## src/rtl/pulse_burst_pkg.sv

```systemverilog
// Shared state encoding for the tick-paced pulse burst sequencer.
package pulse_burst_pkg;

   localparam logic [1:0] ST_IDLE_ENC = 2'd0;
   localparam logic [1:0] ST_HIGH_ENC = 2'd1;
   localparam logic [1:0] ST_LOW_ENC  = 2'd2;
   localparam logic [1:0] ST_DONE_ENC = 2'd3;

   typedef enum logic [1:0] {
      IDLE = ST_IDLE_ENC,
      HIGH = ST_HIGH_ENC,
      LOW  = ST_LOW_ENC,
      DONE = ST_DONE_ENC
   } state_t;

endpackage

```

## src/rtl/pulse_burst_sequencer.sv

```systemverilog
// Tick-paced burst generator: count pulses of high/low ticks, then a done strobe.
// Optional BURST_ABORT_EN adds an abort input that ends the burst early.
module pulse_burst_sequencer
   import pulse_burst_pkg::*;
#(
   parameter int CNT_W = 8
)
(
   input  logic             clk,
   input  logic             reset_n,
   input  logic             tick,
   input  logic             cmd_valid,
   output logic             cmd_ready,
   input  logic [CNT_W-1:0] cmd_count,
   input  logic [CNT_W-1:0] cmd_high,
   input  logic [CNT_W-1:0] cmd_low,
   output logic             pulse_o,
   output logic             busy,
   output logic             done
`ifdef BURST_ABORT_EN
   ,
   input  logic             abort
`endif
);

   localparam logic [CNT_W-1:0] ONE = CNT_W'(1);

   state_t           r_state;
   state_t           w_nextState;
   logic [CNT_W-1:0] r_ph;
   logic [CNT_W-1:0] w_nextPh;
   logic [CNT_W-1:0] r_left;
   logic [CNT_W-1:0] w_nextLeft;
   logic [CNT_W-1:0] r_high;
   logic [CNT_W-1:0] w_nextHigh;
   logic [CNT_W-1:0] r_low;
   logic [CNT_W-1:0] w_nextLow;
   logic             w_abort;

`ifdef BURST_ABORT_EN
   assign w_abort = abort;
`else
   assign w_abort = 1'b0;
`endif

   always_ff @(posedge clk or negedge reset_n) begin
      if (!reset_n) begin
         r_state <= IDLE;
         r_ph    <= '0;
         r_left  <= '0;
         r_high  <= '0;
         r_low   <= '0;
      end else begin
         r_state <= w_nextState;
         r_ph    <= w_nextPh;
         r_left  <= w_nextLeft;
         r_high  <= w_nextHigh;
         r_low   <= w_nextLow;
      end
   end

   // Phase lengths of zero are stored as one so the terminal compare never underflows.
   always_comb begin
      w_nextState = r_state;
      w_nextPh    = r_ph;
      w_nextLeft  = r_left;
      w_nextHigh  = r_high;
      w_nextLow   = r_low;
      case (r_state)
         IDLE: begin
            if (cmd_valid) begin
               w_nextLeft  = cmd_count;
               w_nextHigh  = (cmd_high == '0) ? ONE : cmd_high;
               w_nextLow   = (cmd_low == '0) ? ONE : cmd_low;
               w_nextPh    = '0;
               w_nextState = (cmd_count == '0) ? DONE : HIGH;
            end
         end
         HIGH: begin
            if (w_abort) begin
               w_nextPh    = '0;
               w_nextState = DONE;
            end else if (tick) begin
               if (r_ph == r_high - ONE) begin
                  w_nextPh    = '0;
                  w_nextState = (r_left == ONE) ? DONE : LOW;
               end else begin
                  w_nextPh = r_ph + ONE;
               end
            end
         end
         LOW: begin
            if (w_abort) begin
               w_nextPh    = '0;
               w_nextState = DONE;
            end else if (tick) begin
               if (r_ph == r_low - ONE) begin
                  w_nextPh    = '0;
                  w_nextLeft  = r_left - ONE;
                  w_nextState = HIGH;
               end else begin
                  w_nextPh = r_ph + ONE;
               end
            end
         end
         DONE: begin
            w_nextState = IDLE;
         end
         default: begin
            w_nextState = IDLE;
         end
      endcase
   end

   assign pulse_o   = (r_state == HIGH);
   assign busy      = (r_state != IDLE);
   assign done      = (r_state == DONE);
   assign cmd_ready = (r_state == IDLE);

endmodule

```

## config.mk

```make
export PLATFORM = sky130hd
export DESIGN_NAME = pulse_burst_sequencer
export DESIGN_NICKNAME = d
export VERILOG_FILES = /design/src/rtl/pulse_burst_pkg.sv /design/src/rtl/pulse_burst_sequencer.sv
export SDC_FILE = /design/constraint.sdc
export NUM_CORES = 1
export LEC_CHECK = 0
export BUFFER_PORTS_ARGS = -buffer_cell sky130_fd_sc_hd__buf_2
export CORE_AREA = 2 2 72 74
export CTS_BUF_LIST = sky130_fd_sc_hd__clkbuf_4 sky130_fd_sc_hd__clkbuf_8
export DETAILED_ROUTE_END_ITERATION = 16
export DIE_AREA = 0 0 74 76
export GPL_TIMING_DRIVEN = 0
export MAX_ROUTING_LAYER = met4
export PLACE_DENSITY = 0.69
export SLEW_MARGIN = 20
export SYNTH_ARGS = -nofsm -noshare
export SYNTH_HDL_FRONTEND = slang
export SYNTH_SLANG_ARGS = --single-unit
```

## constraint.sdc

```tcl
create_clock -name clk -period 5.79 [get_ports clk]
set_input_delay 0.579 -clock clk [delete_from_list [all_inputs] [get_ports clk]]
set_output_delay 0.579 -clock clk [all_outputs]
set_load 0.01 [all_outputs]
```

==> results.md <==
* Remaining DRCs at 0
* Period utilisation layout at 0.486
* First-pass GRT wire length at 8740 µm
* Inserted Clock Buffers at 5
* Io pins at 32
* H-tree levels at 2
* Slew HR at 0.486
* Setup Fix Bufs, Post-CTS at 0
* Root Driver: clkbuf_8
* Max Root-Sink Buffers at 2
* Area leader, netlist: dfrtp_1
* Vias/cell at 5.52
* Fin Setup TNS at 0 ps
* Std-Cell Rows at 26
* Top cells by count, synth: dfrtp_1 (34), nand2_1 (24), nor3_1 (18)
* Syn_nets at 290
* Initial Utilization at 0.477
* Sequential area share after synthesis at 0.363
* Pre-Repair DR Iteration Count at 4
* CTS tree: built
* Worst-path fanout max at 10
* Total track usage at 0.204
* Maximum vdd drop at 227 µV
* Final core occ at 0.546
* Initial antenna violation count at 0
* Antenna Violating Nets Remaining at 0
* Skew-Pair Late Insertion Delay at 290 ps
* Grt total ovfl at 0
* Leakage power at 1.15 nW
* Dominant synthesized flop cell: dfrtp_1
* Clock transition at path regs at 70 ps
* Setup CP Type: reg2reg
* Hold_buf cts at 0
* Fill count at 463
* P per Cell Area at 473 nW/µm²
* Hold Path Class: in2async
* Die Y at 76 µm
* Worst setup SP type: flip-flop
* Final setup vio count at 0
* Number of synthesized flops with an enable pin at 0
* Ys async rst share at 1.00
* Worst-Margin Slew at 770 ps
* Port bufs at 31
* Critical Path RT at 5970 ps
* Vias in the first global route at 1881
* Syn_area_per_cell at 9.27 µm²
* Fmax at 0.355 GHz
* Largest net degree at the start of global routing at 35
* Largest stage delay, worst path at 570 ps
* Final Hold Viols at 0
* Sequential Area at 851 µm²
* GP Congestion at 0.868
* Dpl hpwl at 3900 µm
* Crit path DAT at 2990 ps
* Synth top area share at 0.363
* Routed length per instance at 14.4 µm
* Warnings from Yosys at 0
* Fin crit period at 2810 ps
* Cell Chain, Critical Path: inv_1, ha_1, nor3b_4, a21oi_1, or4_4, nor4b_4, a21o_4, buf_12, mux2i_1, nand2_1
* Layout area overhead at 14.4%
* Multi-input logic area at 1370 µm²
* DRT iter0 DRCs at 79
* Status: completed
* CP max-delay cell: or4_4
* Final max-slew violation count at 0
* Final net count at 328
* RSZ-0062 raised after global routing: no
* Worst Setup End Kind: flip-flop
* Die X at 74 µm
* ANT cells at 0
* Placed cells at 354
* Post-CTS sizing at 0
* Core area at 4910 µm²
* Clock Skews at 9.62 ps
* Syn Inst Count at 253
* Share of post-route cells with drive strength above 1 at 0.243
* Clk sinks at 34
* Syn Std Cell Area at 2340 µm²
* Yosys reg bits at 34
* Post-synth cell types at 55
* Post-route insts no fill at 362
* Die ar. at 5620 µm²
* Final WL at 5200 µm
* Most frequent cell after synthesis: dfrtp_1
* DR vias at 1998
* Max-capacitance violation count at 0
* Final Power at 1.27 mW
* Leading post-synthesis cells by cell area: dfrtp_1 (36%), mux2_2 (6.7%), xnor2_1 (5.2%)
==> cells by family after synthesis <==
kind of cell	share of synthesized area
compound gates	0.152
xor+xnor	0.0784
fa+ha+maj	0.0523
buf+inv	0.0523
flops	0.363
mux	0.0715
simple gates	0.231
==> report_power, final <==
group / switching, mW / internal (mW)
combinational: 0.334 / 0.287
sequential: 0.124 / 0.335
clock: 0.0875 / 0.101
==> sequential cells by signal, indices dropped and copies added, names as in the netlist <==
signal	count
r_left	8
r_low	8
r_state	2
r_ph	8
r_high	8
==> path summary, 6_finish.rpt <==
path                       cells after the start          from   endpoint  slack, ps
max                                           10      r_low[0]  r_left[4]       2980
min                                            1       reset_n    r_ph[5]        360
max reg2reg                                   10      r_low[0]  r_left[4]       2980
min reg2reg                                    1     r_high[7]  r_high[7]        550
max in group asynchronous                      1       reset_n  r_high[7]       4940
min in group clk                               3  cmd_count[4]  r_left[4]        510
==> stage by stage <==
step                setup WS (ps)  instance area, µm²  hold slack (ps)
finish                       2980                2680              357
global route                 2820                2680              411
CTS                          2970                2680              384
detailed placement           2990                2590              538
global placement             3060                2590              529
floorplan                    3270                2340              283
==> layout make-up <==
type | count | share of cell area
clock buffers | 7 | 0.0336
repair buffers | 31 | 0.0578
flip-flops and latches | 34 | 0.317
plain buffers | 10 | 0.0247
multi-input cells | 194 | 0.511
clock inverters | 1 | 0.00187
inverters | 15 | 0.0210
well taps | 70 | 0.0326
==> routing by layer <==
| layer | global-route usage | share of wire | routed length (µm) |
|---|---|---|---|
| met3 | 0.0397 | 0.037 | 193 |
| met4 | 0.0727 | 0.020 | 103 |
| met5 | - | 0 | 0 |
| met1 | 0.273 | 0.48 | 2510 |
| met2 | 0.307 | 0.46 | 2390 |
==> critical path, delay by kind of cell (launching register included) <==
| family | cells | cell delay [ps] |
|---|---|---|
| fa+ha+maj | 1 | 180 |
| flops | 1 | 420 |
| buf+inv | 2 | 220 |
| simple gates | 4 | 1390 |
| mux | 1 | 180 |
| compound gates | 2 | 310 |
==> cells in the final DEF (no fill, tap or decap), drive strengths merged, types with 4 or more instances in the layout <==
cell	n
a21oi	11
xor2	7
o21ai	17
nand2	24
nor2	13
nor2b	4
dfrtp	34
nand4	6
inv	14
o211ai	5
nor3	22
buf	36
nor4	8
clkbuf	12
mux2	14
xnor2	14
ha	9
(Power assumes the default switching activity.)
